[src/rtl/sprite_frame_scheduler.sv]
// -----------------------------------------------------------------------------
// sprite_frame_scheduler
//
// Frame renderer and hit tracker for the VGA game. On a frame tick the block
// clears the screen one pixel per cycle in raster order. It then visits every
// sprite in index order and draws each live one as a solid SPR_W x SPR_H
// rectangle. The single-pixel plot stream feeds the vga_adapter x/y/colour/plot
// inputs directly. Pixels that fall off the screen still take a cycle, but they
// are not plotted.
//
// Independently of rendering, a beam point is checked against every live sprite
// on every cycle. The lowest-indexed sprite that is hit is killed, and a
// saturating kill counter is stepped.
//
// Ports
//   clk, resetn                  clock, asynchronous active-low reset
//   frame_tick                   one-cycle frame start request
//   spr_x / spr_y / spr_colour   packed per-sprite position and colour
//   beam_valid, beam_x, beam_y   beam point for collision checks
//   revive                       sets every alive bit on the next edge
//   x, y, colour, plot           registered pixel stream for the vga_adapter
//   busy                         frame in progress
//   alive                        registered alive mask
//   beam_hit, hit_index          kill pulse and index of the last kill
//   hit_count                    saturating kill count
//   all_dead                     combinational alive == 0
//   overrun                      sticky: frame_tick arrived while busy
// -----------------------------------------------------------------------------
module sprite_frame_scheduler #(
   parameter int N     = 8,
   parameter int SPR_W = 4,
   parameter int SPR_H = 4,
   parameter int SCR_W = 160,
   parameter int SCR_H = 120,
   parameter int XW    = 8,
   parameter int YW    = 7
) (
   input  logic                              clk,
   input  logic                              resetn,
   input  logic                              frame_tick,
   input  logic [N*XW-1:0]                   spr_x,
   input  logic [N*YW-1:0]                   spr_y,
   input  logic [N*3-1:0]                    spr_colour,
   input  logic                              beam_valid,
   input  logic [XW-1:0]                     beam_x,
   input  logic [YW-1:0]                     beam_y,
   input  logic                              revive,
   output logic [XW-1:0]                     x,
   output logic [YW-1:0]                     y,
   output logic [2:0]                        colour,
   output logic                              plot,
   output logic                              busy,
   output logic [N-1:0]                      alive,
   output logic                              beam_hit,
   output logic [((N > 1) ? $clog2(N) : 1)-1:0] hit_index,
   output logic [7:0]                        hit_count,
   output logic                              all_dead,
   output logic                              overrun
);

   localparam int IW  = (N > 1) ? $clog2(N) : 1;
   localparam int DXW = (SPR_W > 1) ? $clog2(SPR_W) : 1;
   localparam int DYW = (SPR_H > 1) ? $clog2(SPR_H) : 1;

   typedef enum logic [1:0] {
      ST_IDLE  = 2'd0,
      ST_CLEAR = 2'd1,
      ST_SCAN  = 2'd2,
      ST_DRAW  = 2'd3
   } state_t;

   state_t          state_q, state_d;
   logic [XW-1:0]   cx_q, cx_d;
   logic [YW-1:0]   cy_q, cy_d;
   logic [IW-1:0]   idx_q, idx_d;
   logic [DXW-1:0]  dx_q, dx_d;
   logic [DYW-1:0]  dy_q, dy_d;
   logic [XW-1:0]   sx_q, sx_d;
   logic [YW-1:0]   sy_q, sy_d;
   logic [2:0]      scol_q, scol_d;

   logic [XW-1:0]   x_q, x_d;
   logic [YW-1:0]   y_q, y_d;
   logic [2:0]      colour_q, colour_d;
   logic            plot_q, plot_d;
   logic            busy_q, busy_d;
   logic            overrun_q, overrun_d;

   logic [N-1:0]    alive_q, alive_d;
   logic            beam_hit_q, beam_hit_d;
   logic [IW-1:0]   hit_index_q, hit_index_d;
   logic [7:0]      hit_count_q, hit_count_d;

   // Pixel request from the FSM: base corner, offset and colour of the next pixel.
   logic            draw_req_s;
   logic [XW-1:0]   dbx_s;
   logic [YW-1:0]   dby_s;
   logic [DXW-1:0]  ddx_s;
   logic [DYW-1:0]  ddy_s;
   logic [2:0]      dcol_s;
   logic [XW:0]     sum_x_s;
   logic [YW:0]     sum_y_s;

   logic [N-1:0]    hit_vec_s;
   logic            hit_any_s;
   logic [IW-1:0]   hit_idx_s;

   // Beam inside a sprite box; one extra bit keeps sx+SPR_W-1 from wrapping.
   function automatic logic in_box(input logic [XW-1:0] sx, input logic [YW-1:0] sy,
                                   input logic [XW-1:0] bx, input logic [YW-1:0] by);
      logic [XW:0] bxw, sxw;
      logic [YW:0] byw, syw;
      bxw = {1'b0, bx};
      sxw = {1'b0, sx};
      byw = {1'b0, by};
      syw = {1'b0, sy};
      in_box = (bxw >= sxw) && (bxw <= sxw + (XW+1)'(SPR_W - 1)) &&
               (byw >= syw) && (byw <= syw + (YW+1)'(SPR_H - 1));
   endfunction

   // Render FSM next state, counters and next pixel on the plot outputs.
   always_comb begin
      state_d    = state_q;
      cx_d       = cx_q;
      cy_d       = cy_q;
      idx_d      = idx_q;
      dx_d       = dx_q;
      dy_d       = dy_q;
      sx_d       = sx_q;
      sy_d       = sy_q;
      scol_d     = scol_q;
      x_d        = x_q;
      y_d        = y_q;
      colour_d   = colour_q;
      plot_d     = 1'b0;
      draw_req_s = 1'b0;
      dbx_s      = sx_q;
      dby_s      = sy_q;
      ddx_s      = dx_q;
      ddy_s      = dy_q;
      dcol_s     = scol_q;

      case (state_q)
         ST_IDLE: begin
            if (frame_tick) begin
               state_d  = ST_CLEAR;
               cx_d     = '0;
               cy_d     = '0;
               x_d      = '0;
               y_d      = '0;
               colour_d = 3'd0;
               plot_d   = 1'b1;
            end else begin
               state_d  = ST_IDLE;
            end
         end
         ST_CLEAR: begin
            if ((cx_q == XW'(SCR_W - 1)) && (cy_q == YW'(SCR_H - 1))) begin
               state_d = ST_SCAN;
               idx_d   = '0;
            end else begin
               if (cx_q == XW'(SCR_W - 1)) begin
                  cx_d = '0;
                  cy_d = cy_q + YW'(1);
               end else begin
                  cx_d = cx_q + XW'(1);
               end
               x_d      = cx_d;
               y_d      = cy_d;
               colour_d = 3'd0;
               plot_d   = 1'b1;
            end
         end
         ST_SCAN: begin
            if (alive_q[idx_q]) begin
               // Latch the sprite once so input changes cannot tear it mid-draw.
               state_d    = ST_DRAW;
               sx_d       = spr_x[int'(idx_q)*XW +: XW];
               sy_d       = spr_y[int'(idx_q)*YW +: YW];
               scol_d     = spr_colour[int'(idx_q)*3 +: 3];
               dx_d       = '0;
               dy_d       = '0;
               draw_req_s = 1'b1;
               dbx_s      = sx_d;
               dby_s      = sy_d;
               ddx_s      = '0;
               ddy_s      = '0;
               dcol_s     = scol_d;
            end else if (idx_q == IW'(N - 1)) begin
               state_d = ST_IDLE;
            end else begin
               idx_d = idx_q + IW'(1);
            end
         end
         ST_DRAW: begin
            if ((dx_q == DXW'(SPR_W - 1)) && (dy_q == DYW'(SPR_H - 1))) begin
               if (idx_q == IW'(N - 1)) begin
                  state_d = ST_IDLE;
               end else begin
                  state_d = ST_SCAN;
                  idx_d   = idx_q + IW'(1);
               end
            end else begin
               if (dx_q == DXW'(SPR_W - 1)) begin
                  dx_d = '0;
                  dy_d = dy_q + DYW'(1);
               end else begin
                  dx_d = dx_q + DXW'(1);
               end
               draw_req_s = 1'b1;
               ddx_s      = dx_d;
               ddy_s      = dy_d;
            end
         end
         default: begin
            state_d = ST_IDLE;
         end
      endcase

      // Sprite pixel: widened sums so off-screen pixels are detected, not wrapped.
      sum_x_s = {1'b0, dbx_s} + (XW+1)'(ddx_s);
      sum_y_s = {1'b0, dby_s} + (YW+1)'(ddy_s);
      if (draw_req_s) begin
         x_d      = sum_x_s[XW-1:0];
         y_d      = sum_y_s[YW-1:0];
         colour_d = dcol_s;
         plot_d   = (sum_x_s < (XW+1)'(SCR_W)) && (sum_y_s < (YW+1)'(SCR_H));
      end else begin
         colour_d = colour_d;
      end

      busy_d    = (state_d != ST_IDLE);
      overrun_d = overrun_q | (frame_tick && (state_q != ST_IDLE));
   end

   // Collision detect: lowest-indexed live sprite under the beam wins.
   always_comb begin
      for (int i = 0; i < N; i++) begin
         hit_vec_s[i] = beam_valid && alive_q[i] &&
                        in_box(spr_x[i*XW +: XW], spr_y[i*YW +: YW], beam_x, beam_y);
      end
      hit_any_s = |hit_vec_s;
      hit_idx_s = '0;
      for (int i = N - 1; i >= 0; i--) begin
         hit_idx_s = hit_vec_s[i] ? IW'(i) : hit_idx_s;
      end
   end

   // Alive mask and hit bookkeeping; revive overrides a simultaneous kill.
   always_comb begin
      alive_d     = alive_q;
      beam_hit_d  = 1'b0;
      hit_index_d = hit_index_q;
      hit_count_d = hit_count_q;
      if (revive) begin
         alive_d = '1;
      end else if (hit_any_s) begin
         alive_d[hit_idx_s] = 1'b0;
         beam_hit_d         = 1'b1;
         hit_index_d        = hit_idx_s;
         hit_count_d        = (hit_count_q == 8'd255) ? hit_count_q : hit_count_q + 8'd1;
      end else begin
         beam_hit_d = 1'b0;
      end
   end

   // Render FSM state and working counters.
   always_ff @(posedge clk or negedge resetn) begin
      if (!resetn) begin
         state_q <= ST_IDLE;
         cx_q    <= '0;
         cy_q    <= '0;
         idx_q   <= '0;
         dx_q    <= '0;
         dy_q    <= '0;
         sx_q    <= '0;
         sy_q    <= '0;
         scol_q  <= 3'd0;
      end else begin
         state_q <= state_d;
         cx_q    <= cx_d;
         cy_q    <= cy_d;
         idx_q   <= idx_d;
         dx_q    <= dx_d;
         dy_q    <= dy_d;
         sx_q    <= sx_d;
         sy_q    <= sy_d;
         scol_q  <= scol_d;
      end
   end

   // Registered pixel stream, busy and sticky overrun flag.
   always_ff @(posedge clk or negedge resetn) begin
      if (!resetn) begin
         x_q       <= '0;
         y_q       <= '0;
         colour_q  <= 3'd0;
         plot_q    <= 1'b0;
         busy_q    <= 1'b0;
         overrun_q <= 1'b0;
      end else begin
         x_q       <= x_d;
         y_q       <= y_d;
         colour_q  <= colour_d;
         plot_q    <= plot_d;
         busy_q    <= busy_d;
         overrun_q <= overrun_d;
      end
   end

   // Alive mask, kill pulse, last kill index and kill counter.
   always_ff @(posedge clk or negedge resetn) begin
      if (!resetn) begin
         alive_q     <= '1;
         beam_hit_q  <= 1'b0;
         hit_index_q <= '0;
         hit_count_q <= 8'd0;
      end else begin
         alive_q     <= alive_d;
         beam_hit_q  <= beam_hit_d;
         hit_index_q <= hit_index_d;
         hit_count_q <= hit_count_d;
      end
   end

   assign x         = x_q;
   assign y         = y_q;
   assign colour    = colour_q;
   assign plot      = plot_q;
   assign busy      = busy_q;
   assign overrun   = overrun_q;
   assign alive     = alive_q;
   assign beam_hit  = beam_hit_q;
   assign hit_index = hit_index_q;
   assign hit_count = hit_count_q;
   assign all_dead  = (alive_q == '0);

endmodule

[config.mk]
export PLATFORM = sky130hd
export DESIGN_NAME = sprite_frame_scheduler
export DESIGN_NICKNAME = d
export VERILOG_FILES = /design/src/rtl/sprite_frame_scheduler.sv
export SDC_FILE = /design/constraint.sdc
export NUM_CORES = 1
export LEC_CHECK = 0
export ABC_AREA = 1
export CORE_MARGIN = 2
export CORE_UTILIZATION = 52
export CTS_BUF_LIST = sky130_fd_sc_hd__clkbuf_8
export DETAILED_ROUTE_END_ITERATION = 6
export GPL_ROUTABILITY_DRIVEN = 0
export PLACE_DENSITY_LB_ADDON = 0.1
export SETUP_SLACK_MARGIN = 0.02
export SKIP_CTS_REPAIR_TIMING = 1
export SLEW_MARGIN = 10
export SYNTH_ARGS = -nofsm -noshare
export SYNTH_HDL_FRONTEND = slang
export SYNTH_SLANG_ARGS = --single-unit
[constraint.sdc]
create_clock -name clk -period 2.85 [get_ports clk]
set_input_delay 0.855 -clock clk [delete_from_list [all_inputs] [get_ports clk]]
set_output_delay 0.855 -clock clk [all_outputs]
set_load 0.02 [all_outputs]
Yosys cells after proc, flatten, opt, wreduce, memory -nomap -nowiden:

Cells that the tools add are included.

* register bits after elaboration: 83
* latch bits: 0
* RAM bits: 0
* memory bits (read-only): 0
* bits of input ports: 164
* output and inout bits: 42
* logic and storage cells: 228
* memories: 0

* add/sub/neg operators: 24
* $mul: 2
* divide/modulo/power cells: 0
* $lt $le $gt $ge: 37
* eq/ne operators: 16
* shift operators: 3
* multiplexer cells: 63
* bitwise gates (word level): 5
* reduce and logical (&&, ||, !) cells: 59

Operator list (count)
* 8-bit by 2-bit adder with 9-bit output, second input constant: 8
* 8-bit by 9-bit less-or-equal comparator with 1-bit output: 8
* 7-bit by 2-bit adder with 8-bit output, second input constant: 8
* 8-bit >= comparator: 8
* 7-bit by 8-bit less-or-equal comparator with 1-bit output: 8
* 8-bit 2-to-1 mux: 8
* 64-bit by 7-bit indexed part select with 8-bit output: 1
* 7-bit >= comparator: 8
* 56-bit by 7-bit indexed part select with 7-bit output: 1
* 3-bit 2-to-1 mux: 17
* 1-bit logical AND: 45
* 7-bit 2-to-1 mux: 6
* 24-bit by 6-bit indexed part select with 3-bit output: 1
* 2-bit 2-to-1 mux: 11
* 8-bit by 1-bit adder with 8-bit output, second input constant: 2
* 8-bit equality test, second input constant: 2
* 8-bit one-hot mux with 2 select lines: 1
* 7-bit one-hot mux with 2 select lines: 1
* 1-bit 2-to-1 mux: 10
* 2-bit inequality test, second input constant: 5
* 8-bit by 2-bit adder with 9-bit output: 1
* 9-bit by 8-bit less-than comparator with 1-bit output, second input constant: 1
* 3-bit one-hot mux with 3 select lines: 1
* 3-bit AND reduction: 3
* other kinds (31): 44

Logic depth before layout (Yosys ltp):

Gate-level depths: netlist of the first run.

* depth in word-level cells: 22
* mapped depth: 25
* gate-level depth less buffers: 25

Worst setup path before layout of the first run:

No wires, ideal clock.

* path type: input to register
* start point: input port spr_x[0]
* end point: register hit_count_q[2] (netlist: hit_count[2])
* setup time: 0.122 ns
* arrival time: 3.146 ns
* required time: 2.728 ns
* slack: -0.418 ns
* stages: 21
* buffers on the path: 1
* cell sequence: inv_1 -> ha_1 -> nor2_1 -> nand2_1 -> nor3_1 -> xor2_1 -> ha_1 -> a21o_1 -> a21oi_1 -> nand2_1 -> nand2_1 -> nand3_1 -> nor2_1 -> nor2_2 -> inv_1 -> nor2_2 -> a21oi_4 -> nand2_2 -> buf_6 -> nand2_1 -> o21ai_2

* word-level cells in the longest chain between the ends: 8
* elaborated cells on any way between the ends: 9
* those cells by class: add/sub: 1; order compare: 2; reduce/logical: 6

Ends and longest elaborated chain
* start: declaration: RTL line 41 `input logic [N*XW-1:0] spr_x,`
* 8-bit by 2-bit adder with 9-bit output: RTL line 117 `in_box = (bxw >= sxw) && (bxw <= sxw + (XW+1)'(SPR_W - 1)) &&`
* 8-bit by 9-bit less-or-equal comparator with 1-bit output: RTL line 117
* 1-bit logical AND (*) (2 in a row): RTL line 117
* 1-bit logical AND (*): RTL line 118 `(byw >= syw) && (byw <= syw + (YW+1)'(SPR_H - 1));`
* 1-bit logical AND (*): RTL line 239 `hit_vec_s[i] = beam_valid && alive_q[i] &&`
* 8-bit OR reduction (*): RTL line 242 `hit_any_s = |hit_vec_s;`
* 3-bit AND reduction (no source line) (*)
* end signal: assignment: RTL line 322 `hit_count_q <= hit_count_d;`
* end: declaration: RTL line 92 `logic [7:0] hit_count_q, hit_count_d;`

Mark *: on every way between the ends. The rest lies on a longest branch, timed or not.
A chain may end at the register's enable or synchronous reset.

Worst setup path after layout of the first run:

* start point: input port beam_x[6]
* end point: register alive_q[0] (netlist: alive[0])

* word-level cells in the longest chain between the ends: 21
* elaborated cells on any way between the ends: 67
* those cells by class: order compare: 18; mux: 12; bitwise: 2; reduce/logical: 35

Ends and longest elaborated chain
* start: declaration: RTL line 45 `input logic [XW-1:0] beam_x,`
* 8-bit by 9-bit less-or-equal comparator with 1-bit output / 8-bit >= comparator (equally long branches): RTL line 117
* 1-bit logical AND (2 in a row): RTL line 117
* 1-bit logical AND: RTL line 118
* 1-bit logical AND: RTL line 239
* 3-bit 2-to-1 mux (8 in a row): RTL line 245 `hit_idx_s = hit_vec_s[i] ? IW'(i) : hit_idx_s;`
* 3-bit by 4-bit less-than comparator with 1-bit output (implied by the code) / 3-bit by 1-bit >= comparator with 1-bit output (equally long branches): RTL line 258 `alive_d[hit_idx_s] = 1'b0;`
* 1-bit logical AND (implied by the code): RTL line 258
* 1-bit 2-to-1 mux (implied by the code): RTL line 258
* 1-bit demux with 3-bit select: RTL line 258
* 8-bit NOT (no source line)
* 8-bit AND (no source line)
* 8-bit 2-to-1 mux: RTL line 257 `end else if (hit_any_s) begin`
* 8-bit 2-to-1 mux: RTL line 255 `if (revive) begin`
* end signal: assignment: RTL line 319 `alive_q <= alive_d;`
* end: declaration: RTL line 89 `logic [N-1:0] alive_q, alive_d;`

Parallel ways exist; a longest one is shown, timed or not. The select of a mux whose other input is x is not followed.

==> reports/qor.yml, run 1 <==
run_status:
  status: "complete, but fails checks"
  violations: "negative setup slack"
layout:
  syn2layout_area_growth_pct: 57.55
  layout-drive-gt1-share: 0.3249
  layout.nets: 2990
power_and_ir_drop:
  total_power_uw: 4999
  powerDensity_mw_per_mm2: 238.9
  ir_worst_vdd_v: 0.0004667
  leakagePower_uw: 0.01131
clock_network:
  cts_tree: "done"
  clock_sinks: 83
  worstSkewPairLatency_ns: 0.37
  cts_inserted_buffers: 9
  root_buffer: "clkbuf_8"
  clk_pin_slew_worst_paths_ns: 0.08
  cts_buffer_depth: 2
  htreeDepth: 3
floorplan:
  die-area_mm2: 0.02683
  die_h_um: 163.8
  die_w_um: 163.8
  start_util: 0.5289
  io_pins: 206
  floorplan.rows: 58
  core_mm2: 0.02511
detailed_routing:
  vias: 16230
  drt_wl_total_mm: 50.16
  ant_nets: 0
  drt_first_pass_iters: 6
  drt_iter0_drc: 1212
  wire_per_inst_um: 17.34
  drcViolationCount: 0
  routed_via_density: 5.612
place:
  place_hpwl_mm: 37.71
  io_buffer_count: 205
  dp_slack_ns: -1.374
timing:
  fin_ws_ns: -0.3818
  setup_viol_count_final: 23
  rsz0062_at_grt: "yes"
  fmax_ghz: 0.3094
  fin_worst_skew_ns: 0.01633
  finalHoldViolCount: 0
  slew_violations: 0
  tightest_slew_ns: 0.5443
  period_needed_ns: 3.232
  fin_crit_sh: 1.134
  maxSlewHeadroom: 0.6368
logic_synthesis:
  synth_warnings: 0
  avgSynthCellArea_um2: 6.810
  synth.net_count: 2383
  async_reset_ff_frac: 1.000
  synth.distinct_cells: 52
  syn_inst: 1950
  ys.flop_type: "dfrtp_1"
  syn-cell-area_mm2: 0.01328
  synth_edf_count: 0
  ys_seq_area_frac: 0.1572
  synth-seq-cells: 83
critical_path:
  required_ns: 3.14
  cp-start-kind: "input pin"
  r2r_slack_ns: -0.14
  critical_path_class: "in2reg"
  crit_slowest_cell: "clkdlybuf4s50_1"
  ff2ff_path_depth: 18
  cp.buffers_inverters: 5
  cp_common_cell: "nor2_1"
  worstReg2RegEnd: "plot$_DFF_PN0_"
  cp_top_family: "buffers and inverters"
  worstSetupEndpointType: "flop"
  cp_slowest_stage_delay_ns: 0.46
  cp_num_cells: 17
  worstPathMaxFanout: 11
  crit_chain: "clkdlybuf4s50_1, buf_4, buf_12, ha_1, nand2_1, nor2_1, nor2_1, nand3_1, nand2_2, nor2_4, nand2_4, buf_6, nand4_1, buf_4, o21ai_4, nor2_1, a21oi_1"
  crit_arrival_ns: 3.52
  worst_r2r_startpoint: "idx_q[0]$_DFFE_PN0P_"
global_route:
  grt_max_degree: 58
  grt_pass1_vias: 15320
  antenna_found_initial: 0
  track_usage: 0.3372
  grt_pass1_wl_mm: 72.89
  grt-ovfl-total: 0
job:
  drv_cap: 0
worst_hold_path:
  holdCritPathClass: "in2async"
[worst max path at each step]
stage                          from                  endpoint
after floorplan            spr_x[1]  hit_count[2]$_DFFE_PN0P_
after global placement    spr_y[21]  hit_count[0]$_DFFE_PN0P_
after detailed placement  spr_y[22]  hit_count[0]$_DFFE_PN0P_
after CTS                 spr_y[22]  hit_count[0]$_DFFE_PN0P_
after global routing      spr_x[49]      alive[5]$_DFFE_PN1P_
final                     beam_x[6]      alive[0]$_DFFE_PN1P_
[cell families (layout without fill, tap and decap cells)]
family	count (synthesis)	after routing	share of synthesized area
xor gates and xnor gates	103	103	0.06850
muxes	4	4	0.003392
other	0	1	0
DFF	83	83	0.1572
buffers and inverters	325	935	0.09865
adders and majority gates	269	269	0.2546
AOI/OAI and AO/OA	389	389	0.1623
and+or+nand+nor	777	778	0.2554
[cells in the mapped netlist, types with 8 or more instances]
cell	number	share of area
nor3_1	35	0.013
o21ai_1	22	0.0083
clkbuf_1	11	0.0031
a21oi_1	173	0.065
inv_1	278	0.079
nand4_1	31	0.015
nand2_1	412	0.12
a21o_1	14	0.0079
nand3b_1	9	0.0051
o21a_1	12	0.0068
inv_2	10	0.0028
nor2_1	134	0.038
o21ai_0	120	0.045
dfstp_2	8	0.016
xor2_1	99	0.065
nand3_1	115	0.043
dfrtp_1	75	0.14
ha_1	267	0.25
o21ai_2	10	0.0066
buf_2	11	0.0041
[cells in the final DEF (no fill, tap or decap), drive strengths merged, types with 5 or more instances in the layout]
cell type	n
a21o	14
a21oi	178
a31oi	7
and3	6
buf	443
clkbuf	23
clkdlybuf4s50	94
dfrtp	75
dfstp	8
dlymetal6s2s	81
ha	267
inv	288
nand2	421
nand3	117
nand3b	9
nand4	33
nor2	142
nor3	36
o211ai	6
o21a	12
o21ai	152
o21bai	5
o22ai	7
or2	6
xor2	100
[metal layers]
layer,track usage,vias up,wire (µm)
met5,0,-,0
met4,0.1168,0,1768
met3,0.04293,160,3966
met2,0.5840,697,24180
met1,0.4319,7630,20250
li1,-,7742,-
[where the power goes]
part           switching, µW  internal [µW]  total, µW
Clock                    435            423        857
Combinational           1500           1340       2840
Sequential              59.8           1240       1300
[cell type report]
type,count,area [µm²]
sequential,83,2088
fill,1567,4188
multi-input combinational,1543,11250
clock inverter,5,55.05
tap,330,412.9
clock buffer,10,137.6
timing repair buffer,631,5802
inverter,289,1177
antenna,1,2.502
[through the flow]
stage | util | std cells | cell area, µm² | setup TNS [ns] | hold WS (ns)
final | 0.8332 | 2892 | 20920 | -5.812 | 0.3989
after CTS | 0.7595 | 2840 | 19070 | -23.40 | 0.4063
after global routing | 0.8331 | 2891 | 20920 | -9.765 | 0.4158
after detailed placement | 0.7518 | 2825 | 18880 | -36.14 | 0.4688
after global placement | 0.7518 | 2825 | 18880 | -34.38 | 0.4605
after floorplan | - | 1950 | 13610 | -3.358 | 0.4708
[registers in the layout, indices dropped and copies added, names as in the netlist]
signal and count:
scol_q 3, sy_q 7, sx_q 8, x 8, colour 3, dy_q 2
hit_index 3, cx_q 8, plot 1, y 7, alive 8, hit_count 8
beam_hit 1, overrun 1, idx_q 3, cy_q 7, state_q 2, dx_q 2
busy 1
No activity file was read; power rests on OpenSTA's default activity.
==> run 2: changes to the inputs <==
--- a/config.mk
+++ b/config.mk
@@ -6,7 +6,6 @@
 export NUM_CORES = 1
 export LEC_CHECK = 0
 export ABC_AREA = 1
-export CORE_MARGIN = 2
 export CORE_UTILIZATION = 52
 export CTS_BUF_LIST = sky130_fd_sc_hd__clkbuf_8
 export DETAILED_ROUTE_END_ITERATION = 6
@@ -14,6 +13,7 @@
 export PLACE_DENSITY_LB_ADDON = 0.1
 export SETUP_SLACK_MARGIN = 0.02
 export SKIP_CTS_REPAIR_TIMING = 1
+export SKIP_LAST_GASP = 1
 export SLEW_MARGIN = 10
 export SYNTH_ARGS = -nofsm -noshare
 export SYNTH_HDL_FRONTEND = slang
==> run 2 against run 1 <==
The flow still finishes with violations (negative setup slack). Count of clock-buffer cells in the layout stayed put. Largest cell class unchanged. Critical path type unchanged. Sequential power is essentially flat. Total power increased by 3.0%. Clock power up 23%. Utilization decreased by 1.1 points. Critical endpoint is now hit_count[0]$_DFFE_PN0P_. Die area shrank 2.4%.
==> reports/qor.yml, run 2 (synthesis results as in run 1) <==
timing:
  tightest_slew_ns: 0.5603  # +0.01602 ns
  slew_violations: 0  # unchanged
  fmax_ghz: 0.3039  # -1.8%
  fin_worst_skew_ns: 0.01104  # -0.005288 ns
  rsz0062_at_grt: "yes"
  fin_crit_sh: 1.155  # +0.02063
  maxSlewHeadroom: 0.6261  # -0.01069
  setup_viol_count_final: 30  # +30%
  finalHoldViolCount: 0  # unchanged
  fin_ws_ns: -0.4406  # -0.05880 ns
  period_needed_ns: 3.291  # +0.05880 ns
  setup_tns_ns: -7.652  # -1.840 ns
floorplan:
  die-area_mm2: 0.02618  # -2.4%
  floorplan.rows: 58  # unchanged
  die_w_um: 161.8  # -1.2%
  start_util: 0.5289  # unchanged
  core_mm2: 0.02511  # unchanged
  io_pins: 206  # unchanged
  die_h_um: 161.8  # -1.2%
run_status:
  violations: "negative setup slack"
  status: "complete, but fails checks"
worst_hold_path:
  holdCritPathClass: "in2async"
global_route:
  track_usage: 0.3458  # +0.008592
  grt_max_degree: 46  # -21%
  grt-ovfl-total: 0  # unchanged
  grt_pass1_vias: 15520  # +1.3%
  antenna_found_initial: 2  # +2
  grt_pass1_wl_mm: 73.08  # +0.26%
clock_network:
  clk_pin_slew_worst_paths_ns: 0.09  # about the same
  worstSkewPairLatency_ns: 0.36  # about the same
  htreeDepth: 3  # unchanged
  root_buffer: "clkbuf_8"
  clock_sinks: 83  # unchanged
  cts_tree: "done"
  cts_buffer_depth: 2  # unchanged
  cts_inserted_buffers: 9  # unchanged
critical_path:
  crit_slowest_cell: "ha_1"
  worstPathMaxFanout: 6  # -5
  cp-start-kind: "input pin"
  cp_top_family: "simple AND/OR/NAND/NOR gates"
  startpoint: "spr_x[16]"
  cp.buffers_inverters: 3  # -2
  critical_path_class: "in2reg"
  required_ns: 3.10  # -0.04 ns
  worst_r2r_startpoint: "idx_q[0]$_DFFE_PN0P_"
  cp_slowest_stage_delay_ns: 0.32  # -0.14 ns
  crit_chain: "dlymetal6s2s_1, inv_2, ha_4, nor2_4, buf_4, xor2_1, ha_1, nand2_1, a21oi_1, nor2_2, nor2_1, nor2_1, nand2_2, a21oi_2, nand3_4, nand2_4, nor2_4, a21oi_4, nand2_4, xor2_1"
  crit_arrival_ns: 3.54  # +0.02 ns
  worstSetupEndpointType: "flop"
place:
  dp_slack_ns: -1.224  # +0.1498 ns
  io_buffer_count: 205  # unchanged
  place_hpwl_mm: 37.09  # -1.6%
  dpl_cell_area_mm2: 0.01882  # -0.32%
detailed_routing:
  wire_per_inst_um: 17.43  # +0.50%
  ant_nets: 0  # unchanged
  drt_first_pass_iters: 7  # +1
  routed_via_density: 5.681  # +1.2%
  drt_iter0_drc: 1470  # +21%
  vias: 16360  # +0.78%
  drt_wl_total_mm: 50.18  # about the same
  drcViolationCount: 0  # unchanged
layout:
  postLayoutCoreUtil: 0.8224  # -0.01081
  layout.nets: 2975  # -0.50%
  final_common_cell: "buf_4"
  syn2layout_area_growth_pct: 55.51
  layout_common_cells: "378 x buf_4, 371 x nand2_1, 246 x ha_1"
  layout-drive-gt1-share: 0.3098  # -0.01510
  final_cell_area_mm2: 0.02065  # -1.3%
power_and_ir_drop:
  powerDensity_mw_per_mm2: 249.4  # +4.4%
  ir_worst_vdd_v: 0.0004633  # -0.75%
  leakagePower_uw: 0.01118  # -1.1%
job:
  drv_cap: 0  # unchanged
==> run 2: cell types whose count changed in the layout (fill, tap and decap cells not counted), moves of 6 or more <==
cell             change
clkdlybuf4s50_1     +11
inv_2                +6
buf_6               -16
nor2_1               +6
ha_4                 -6
nand2_2              -6
nand2_1              +7
==> run 2: cell type report <==
class / instances / area, µm²
Multi-Input combinational cell: 1543 / 11130
Timing Repair Buffer: 616 / 5607
Fill cell: 1636 / 4459
Sequential cell: 83 / 2088
Inverter: 289 / 1162
Tap cell: 330 / 412.9
Clock buffer: 10 / 137.6
Clock inverter: 6 / 111.4
Antenna cell: 2 / 5.005
==> run 2: per-layer routing <==
metal / track usage / wire (µm)
met1: 0.4301 / 19640
met4: 0.1428 / 2227
met3: 0.04520 / 4057
met5: 0 / 0
met2: 0.6001 / 24260
==> run 2: where the power goes <==
part / internal, µW / switching (µW) / total [µW] / leakage (µW)
Sequential: 1240 / 65.7 / 1310 / 0.00101
Clock: 608 / 445 / 1050 / 0.000128
Combinational: 1300 / 1490 / 2790 / 0.0100
Total: 3150 / 2000 / 5150 / 0.0112
==> run 2: worst paths after layout <==
check | endpoint | slack, ns | cells past startpoint
worst max-delay path | hit_count[0]$_DFFE_PN0P_ | -0.44 | 20
worst min-delay path | cx_q[6]$_DFFE_PN0P_ | 0.45 | 1
worst max register to register | plot$_DFF_PN0_ | -0.29 | 20
worst min register to register | x[6]$_DFFE_PN0P_ | 0.49 | 2
max in group asynchronous | alive[7]$_DFFE_PN1P_ | 1.72 | 2
min in group clk | x[6]$_DFFE_PN0P_ | 0.49 | 2
==> run 2: per-stage QoR <==
stage,power [µW],std cells,hold slack (ns)
after floorplan,2550,1950,0.4708
after global placement,3704,2817,0.4605
after detailed placement,3805,2817,0.4703
after CTS,4866,2833,0.4580
after global routing,5461,2879,0.4826
final,5150,2879,0.4520
